--- config.mk ---
export PLATFORM = sky130hd
export DESIGN_NAME = mem_arbiter
export DESIGN_NICKNAME = d
export VERILOG_FILES = /design/src/rtl/mem_arbiter.sv
export SDC_FILE = /design/constraint.sdc
export NUM_CORES = 1
export LEC_CHECK = 0
export ABC_AREA = 1
export CORE_UTILIZATION = 32
export CTS_CLUSTER_SIZE = 12
export DETAILED_ROUTE_END_ITERATION = 7
export PLACE_DENSITY = 0.82
export RECOVER_POWER = 100
export SKIP_CTS_REPAIR_TIMING = 1
export SYNTH_ARGS = -nofsm -noshare
export SYNTH_HDL_FRONTEND = slang
export SYNTH_SLANG_ARGS = --single-unit
--- constraint.sdc ---
create_clock -name clk -period 1.9 [get_ports clk]
set_input_delay 0.19 -clock clk [delete_from_list [all_inputs] [get_ports clk]]
set_output_delay 0.19 -clock clk [all_outputs]
set_load 0.01 [all_outputs]
--- src/rtl/mem_arbiter.sv ---
// mem_arbiter: two-port round-robin arbiter in front of the single-ported Memory block.
// Optional macro ARB_LOCK_EN adds m0_lock for up to two back-to-back port 0 accesses.
`timescale 1ns/1ps
module mem_arbiter #(
    parameter int AW          = 32,
    parameter int DW          = 32,
    parameter int HOLD_CYCLES = 1
) (
    input  logic          clk,
    input  logic          reset,
`ifdef ARB_LOCK_EN
    input  logic          m0_lock,
`endif
    input  logic          m0_req,
    input  logic          m0_we,
    input  logic [AW-1:0] m0_addr,
    input  logic [DW-1:0] m0_wdata,
    output logic          m0_ack,
    output logic [DW-1:0] m0_rdata,
    input  logic          m1_req,
    input  logic          m1_we,
    input  logic [AW-1:0] m1_addr,
    input  logic [DW-1:0] m1_wdata,
    output logic          m1_ack,
    output logic [DW-1:0] m1_rdata,
    output logic [AW-1:0] addr,
    output logic          MemWrite,
    output logic [DW-1:0] WD,
    input  logic [DW-1:0] RD,
    output logic          busy
);

    typedef enum logic [1:0] {
        IDLE   = 2'b00,
        GRANT0 = 2'b01,
        GRANT1 = 2'b10
    } state_t;

    localparam logic [3:0] LAST_CNT = 4'(HOLD_CYCLES - 1);

    state_t     state_r;
    state_t     next_state_s;
    logic [3:0] cnt_r;
    logic [3:0] next_cnt_s;
    logic       last_r;
    logic       next_last_s;
    logic       elig0_s;
    logic       elig1_s;
    logic       pick0_s;
    logic       pick1_s;
    logic       ack0_s;
    logic       ack1_s;
    logic       ld0_s;
    logic       ld1_s;
`ifdef ARB_LOCK_EN
    logic       hold_s;
    logic       prio_r;
    logic       next_prio_s;
    logic       used_r;
    logic       next_used_s;
`endif

    // A port is not eligible in the cycle of its own ack pulse.
    assign elig0_s = m0_req & ~m0_ack;
    assign elig1_s = m1_req & ~m1_ack;
    assign busy    = (state_r != IDLE);

    // Arbitration decision taken in IDLE.
    always_comb begin
        pick0_s = 1'b0;
        pick1_s = 1'b0;
`ifdef ARB_LOCK_EN
        hold_s  = 1'b0;
        // Locked port 0 keeps priority through its ack cycle and the next IDLE cycle.
        if (prio_r && (elig0_s || m0_ack)) begin
            pick0_s = elig0_s;
            hold_s  = ~elig0_s;
        end else
`endif
        if (elig0_s && (!elig1_s || last_r)) begin
            pick0_s = 1'b1;
        end else if (elig1_s) begin
            pick1_s = 1'b1;
        end else begin
            pick1_s = 1'b0;
        end
    end

    // Next-state logic and combinational memory-side outputs.
    always_comb begin
        next_state_s = state_r;
        next_cnt_s   = cnt_r;
        next_last_s  = last_r;
        ack0_s       = 1'b0;
        ack1_s       = 1'b0;
        ld0_s        = 1'b0;
        ld1_s        = 1'b0;
        addr         = '0;
        WD           = '0;
        MemWrite     = 1'b0;
`ifdef ARB_LOCK_EN
        next_prio_s  = prio_r;
        next_used_s  = used_r;
`endif
        case (state_r)
            IDLE: begin
                if (pick0_s) begin
                    next_state_s = GRANT0;
                    next_cnt_s   = 4'd0;
                    next_last_s  = 1'b0;
                end else if (pick1_s) begin
                    next_state_s = GRANT1;
                    next_cnt_s   = 4'd0;
                    next_last_s  = 1'b1;
                end else begin
                    next_state_s = IDLE;
                end
`ifdef ARB_LOCK_EN
                if (hold_s) begin
                    next_prio_s = prio_r;
                end else begin
                    next_prio_s = 1'b0;
                end
                if (prio_r && !pick0_s && !hold_s) begin
                    next_used_s = 1'b0;
                end else begin
                    next_used_s = used_r;
                end
`endif
            end
            GRANT0: begin
                addr = m0_addr;
                WD   = m0_wdata;
                if (cnt_r == LAST_CNT) begin
                    MemWrite     = m0_we;
                    ack0_s       = 1'b1;
                    ld0_s        = ~m0_we;
                    next_state_s = IDLE;
`ifdef ARB_LOCK_EN
                    // Second locked access ends the lock so round-robin resumes.
                    if (m0_lock && !used_r) begin
                        next_prio_s = 1'b1;
                        next_used_s = 1'b1;
                    end else begin
                        next_prio_s = 1'b0;
                        next_used_s = 1'b0;
                    end
`endif
                end else begin
                    next_cnt_s = cnt_r + 4'd1;
                end
            end
            GRANT1: begin
                addr = m1_addr;
                WD   = m1_wdata;
                if (cnt_r == LAST_CNT) begin
                    MemWrite     = m1_we;
                    ack1_s       = 1'b1;
                    ld1_s        = ~m1_we;
                    next_state_s = IDLE;
`ifdef ARB_LOCK_EN
                    next_prio_s  = 1'b0;
                    next_used_s  = 1'b0;
`endif
                end else begin
                    next_cnt_s = cnt_r + 4'd1;
                end
            end
            default: begin
                next_state_s = IDLE;
            end
        endcase
    end

    // State, counters, ack pulses and read-data capture.
    always_ff @(posedge clk or posedge reset) begin
        if (reset) begin
            state_r  <= IDLE;
            cnt_r    <= 4'd0;
            last_r   <= 1'b1;
            m0_ack   <= 1'b0;
            m1_ack   <= 1'b0;
            m0_rdata <= '0;
            m1_rdata <= '0;
`ifdef ARB_LOCK_EN
            prio_r   <= 1'b0;
            used_r   <= 1'b0;
`endif
        end else begin
            state_r <= next_state_s;
            cnt_r   <= next_cnt_s;
            last_r  <= next_last_s;
            m0_ack  <= ack0_s;
            m1_ack  <= ack1_s;
            if (ld0_s) begin
                m0_rdata <= RD;
            end
            if (ld1_s) begin
                m1_rdata <= RD;
            end
`ifdef ARB_LOCK_EN
            prio_r  <= next_prio_s;
            used_r  <= next_used_s;
`endif
        end
    end

endmodule
# After elaboration in Yosys (flattened, before gate mapping)

Index checks and enable logic that the tools add are counted.

Bits in registers: 73
Latch bits: 0
Bits in writable memories: 0
Memory bits (read-only): 0
Bits of input ports: 166
Output and inout port bits: 132
Word-level logic and storage cells: 55
Memories kept: 0

Add/subtract/negate cells: 1
$mul: 0
Divide/modulo/power cells: 0
$lt $le $gt $ge: 0
Equal/unequal tests: 5
Shift operators: 0
Mux-type cells: 25
Bitwise operators: 6
Reductions and logical operators: 11

Operators with widths:

| kind                                                                   | number |
|---|---|
| 32-bit one-hot mux with 2 select lines                                 | 2 |
| 1-bit two-way mux                                                      | 14 |
| 4-bit two-way mux                                                      | 3 |
| 4-bit one-hot mux with 2 select lines                                  | 1 |
| 2-bit two-way mux                                                      | 3 |
| 2-bit nonzero test                                                     | 3 |
| 4-bit by 1-bit adder with 4-bit output (second input constant)         | 1 |
| 4-bit logical NOT                                                      | 1 |
| 1-bit inverter                                                         | 4 |
| 2-bit one-hot mux with 2 select lines                                  | 1 |
| 3-bit != test (second input constant)                                  | 1 |
| 3-bit AND reduction                                                    | 1 |
| 1-bit bitwise AND                                                      | 2 |
| 2-bit by 1-bit equality test with 1-bit output (second input constant) | 1 |
| 2-bit equality test (second input constant)                            | 1 |
| 2-bit logical NOT                                                      | 1 |
| 2-bit by 1-bit != test with 1-bit output (second input constant)       | 1 |
| 2-bit != test (second input constant)                                  | 1 |
| 1-bit one-hot mux with 2 select lines                                  | 1 |
| 2-bit AND reduction                                                    | 1 |
| 2-bit OR reduction                                                     | 1 |
| 1-bit logical AND                                                      | 1 |
| 1-bit logical NOT                                                      | 1 |
| 1-bit logical OR                                                       | 1 |

# Depth between registers and ports, before layout

Depth in word-level cells: 9
Mapped depth: 8
Depth with buffers taken out: 7

# Worst setup path after synthesis

OpenSTA, ideal clock, no wires.

Path type: flip-flop to output port
Start: register state_r[0]
End: output port WD[21]
Data arrival time: 1432 ps
Required time: 1710 ps
Setup slack: 278 ps
Cell stages (with the launch flop): 7
Path buffers: 2
Cells stage by stage: dfrtp_1 -> inv_1 -> ha_1 -> clkbuf_1 -> inv_2 -> buf_1 -> a21oi_1

Cells in the longest elaborated chain, start to end: 2
Elaborated cells between the ends (all ways): 3
Classes of those cells: eq/ne: 2; mux: 1

Ends and longest elaborated chain:

| element                                                                               | RTL line | source |
|---|---|---|
| from (decl)                                                                           | 41       | `state_t state_r;` |
| from (signal assigned)                                                                | 190      | `state_r <= next_state_s;` |
| 2-bit equality test or 2-bit by 1-bit equality test with 1-bit output (tied branches) | 105      | `case (state_r)` |
| 32-bit one-hot mux with 2 select lines *                                              | 105      |  |
| to (decl)                                                                             | 28       | `output logic [DW-1:0] WD,` |

Every way passes the cells marked *; elsewhere a longest branch is shown, timed or not.

# Worst setup path after layout

Start: register state_r[1]
End: output port WD[15]

Same word-level chain as after synthesis.

==> key figures <==
Floorplan
  • Die area: ~13,000 µm²
  • Initial Util: about a third
  • # rows: 40
  • Core Area: 12,200 µm²
  • # IOs: 298
  • Die W: 115 µm
  • Die H: approximately 110 µm

Clocking
  • H-tree levels: 3
  • CTS Root Cell: clkbuf_16
  • Worst-path clk slew: roughly 60 ps
  • Maximum clock insertion buffer count: 2
  • Clk sinks: 73
  • Worst-Skew Late Latency: 340 ps
  • CTS tree: yes
  • Num CTS Buffers: 9

Cells and area
  • Net count reported at finish: 1,000
  • Util after Layout: 62.2%
  • Fill count: between 1,000 and 1,500
  • Synth-to-layout area growth: 86.1%
  • Layout cells sized above 1: 22.8%

Synth
  • Number of library cell types mapped by synthesis: 20
  • Syn avg cell area: 7.80 µm²
  • Share of the synthesized area in the top cell type: 44.1%
  • Dominant cells by area after synthesis: dfrtp_1 (44%), nand2_1 (19%), o21ai_2 (11%), a21oi_1 (8.2%), inv_1 (4.5%)
  • Synth Cell Area: 4080 µm²
  • Post-synthesis sequential area ratio: 44.8%
  • Post-Syn Instances: between 500 and 600
  • Post-synth top area cell: dfrtp_1
  • Yosys reg bits: 73
  • Syn Nets: 695
  • Ys Warns: 0

Outcome
  • Status: complete, but fails checks
  • Violated checks: negative setup slack

Timing
  • Period utilisation layout: 100%
  • RSZ-0062 raised after global routing: true
  • Measured slew at the worst slew-check pin: 765 ps
  • Fin Hold WS: ~400 ps
  • Slew Limit Headroom: 49.0%
  • Tmin final: 1900 ps
  • Worst Skew: between 10 and 15 ps
  • Hold Vio Cnt, Final: 0
  • FMAX: 526 MHz
  • Final Slew Violations: 0
  • Final setup vio count: 1
  • Worst setup margin: -1.29 ps

Drt
  • Detailed-route wire length: approximately 17,000 µm
  • DR iter-0 viols: 304
  • Routed vias/inst: around 4.7
  • Post-route DRC: 0
  • Drt wl/cell: 17.1 µm
  • Routed Antenna Nets: 0
  • Vias post-DR: 4,743
  • DRT Pass-1 Iters: 5

Place
  • Post-DP HPWL: ~13,000 µm
  • Place WS: -206 ps
  • IO buf count: about 300
  • GPL Wtd Cong: between 0.8 and 0.9

Critical path
  • CP arrival: 1710 ps
  • Crit-path max FO: 20
  • Slowest cell on the critical path: dfrtp_1
  • Worst path cell trace: inv_2 -> ha_4 -> buf_12 -> nand2_1 -> a21oi_2 -> buf_2
  • WS Path Type: register to output port
  • Worst setup SP type: register
  • Buf+Inv Stages, Crit Path: 3
  • Critical Path RT: 1710 ps
  • Top Family by Delay on Critical Path: buffers and inverters
  • Crit. End Element: output port
  • Max incr delay on CP: 400 ps

Pwr
  • Maximum VDD drop: 981 µV
  • LEAKAGE: 0.00350 µW
  • Power density cells: 1390 nW/µm²

Job
  • Max_cap viols: 0

Global routing
  • Total grt overflow: 0
  • Largest net degree at the start of global routing: 65
  • Global Route Usage Sum: 23.7%
  • Vias in the first global route: about 4,400
  • Initial antenna violation count: 2
  • First-pass GRT wire length: 23,300 µm

Min path
  • Hold Crit Class: primary input to asynchronous set/reset pin
flip-flops by register name (all words and copies together), names as in the netlist:
| register | count |
|---|---|
| m0_ack | 1 |
| m1_rdata | 32 |
| m0_rdata | 32 |
| m1_ack | 1 |
| state_r | 2 |
| last_r | 1 |
| cnt_r | 4 |
final cells by class:
class | instances | area [µm²] | share of cell area [%]
Clock inverter | 3 | 47.5 | 0.626
Sequential cell | 73 | 1830 | 24.1
Timing Repair Buffer | 327 | 3080 | 40.5
Inverter | 50 | 191 | 2.52
Antenna cell | 2 | 5.00 | 0.0659
Clock buffer | 13 | 260 | 3.43
Multi-Input combinational cell | 367 | 1980 | 26.1
Tap cell | 168 | 210 | 2.77
stage by stage:
stage,power (µW),area [µm²],TNS [ps],instances
2_1_floorplan,5440,4090,0,523
3_3_place_gp,8530,7340,-1480,980
4_1_cts,10500,7650,-26760,996
3_5_place_dp,8660,7340,-3090,980
6_report,10600,7600,-1.29,1003
5_1_grt,11200,7600,-837,1003
Yosys cell counts, drive strengths merged:
master,number
dfstp,1
o21ai,70
buf,25
nor2,5
dfrtp,72
nand2,209
inv,50
a21oi,67
nand4,1
ha,6
clkbuf,8
nand3,8
xor2,1
path summary, 6_finish.rpt:
kind                                   from      endpoint  slack (ps)  cells after the start
worst max-delay path             state_r[1]        WD[15]          -1                      6
worst max register to register   state_r[1]  m0_rdata[23]         110                      9
worst min register to register  m0_rdata[7]   m0_rdata[7]         480                      2
max in group asynchronous             reset        m1_ack         410                      3
worst min-delay path                  reset  m0_rdata[19]         400                      2
min in group clk                     RD[26]  m1_rdata[26]         420                      3
kinds of logic after synthesis:
logic type / share of synthesized area (%)
AND/OR/NAND/NOR: 21.9
flip-flops: 44.8
buffers and inverters: 9.93
XOR/XNOR: 0.215
AO/OA/AOI/OAI: 21.3
adder cells (fa/ha/maj): 1.84
report_power, final:
part	switching [µW]	total [µW]	internal [µW]
clock network	639	1730	1100
registers	420	2670	2250
logic	3150	6190	3030
placed cells by master (no fill, tap or decap), drive strengths merged, types with 2 or more instances in the layout:
master / n
dfrtp: 72
nand3: 8
nand2: 209
nor2: 5
dlymetal6s2s: 7
clkdlybuf4s50: 231
diode: 2
inv: 50
ha: 6
a21oi: 67
o21ai: 70
buf: 52
clkbuf: 49
routing by layer:
metal	track usage (%)	wire length [µm]
met2	41.0	8440
met4	10.0	550
met3	8.28	1740
met5	0	0
met1	26.4	6450
Power figures use the tool's default switching activity.
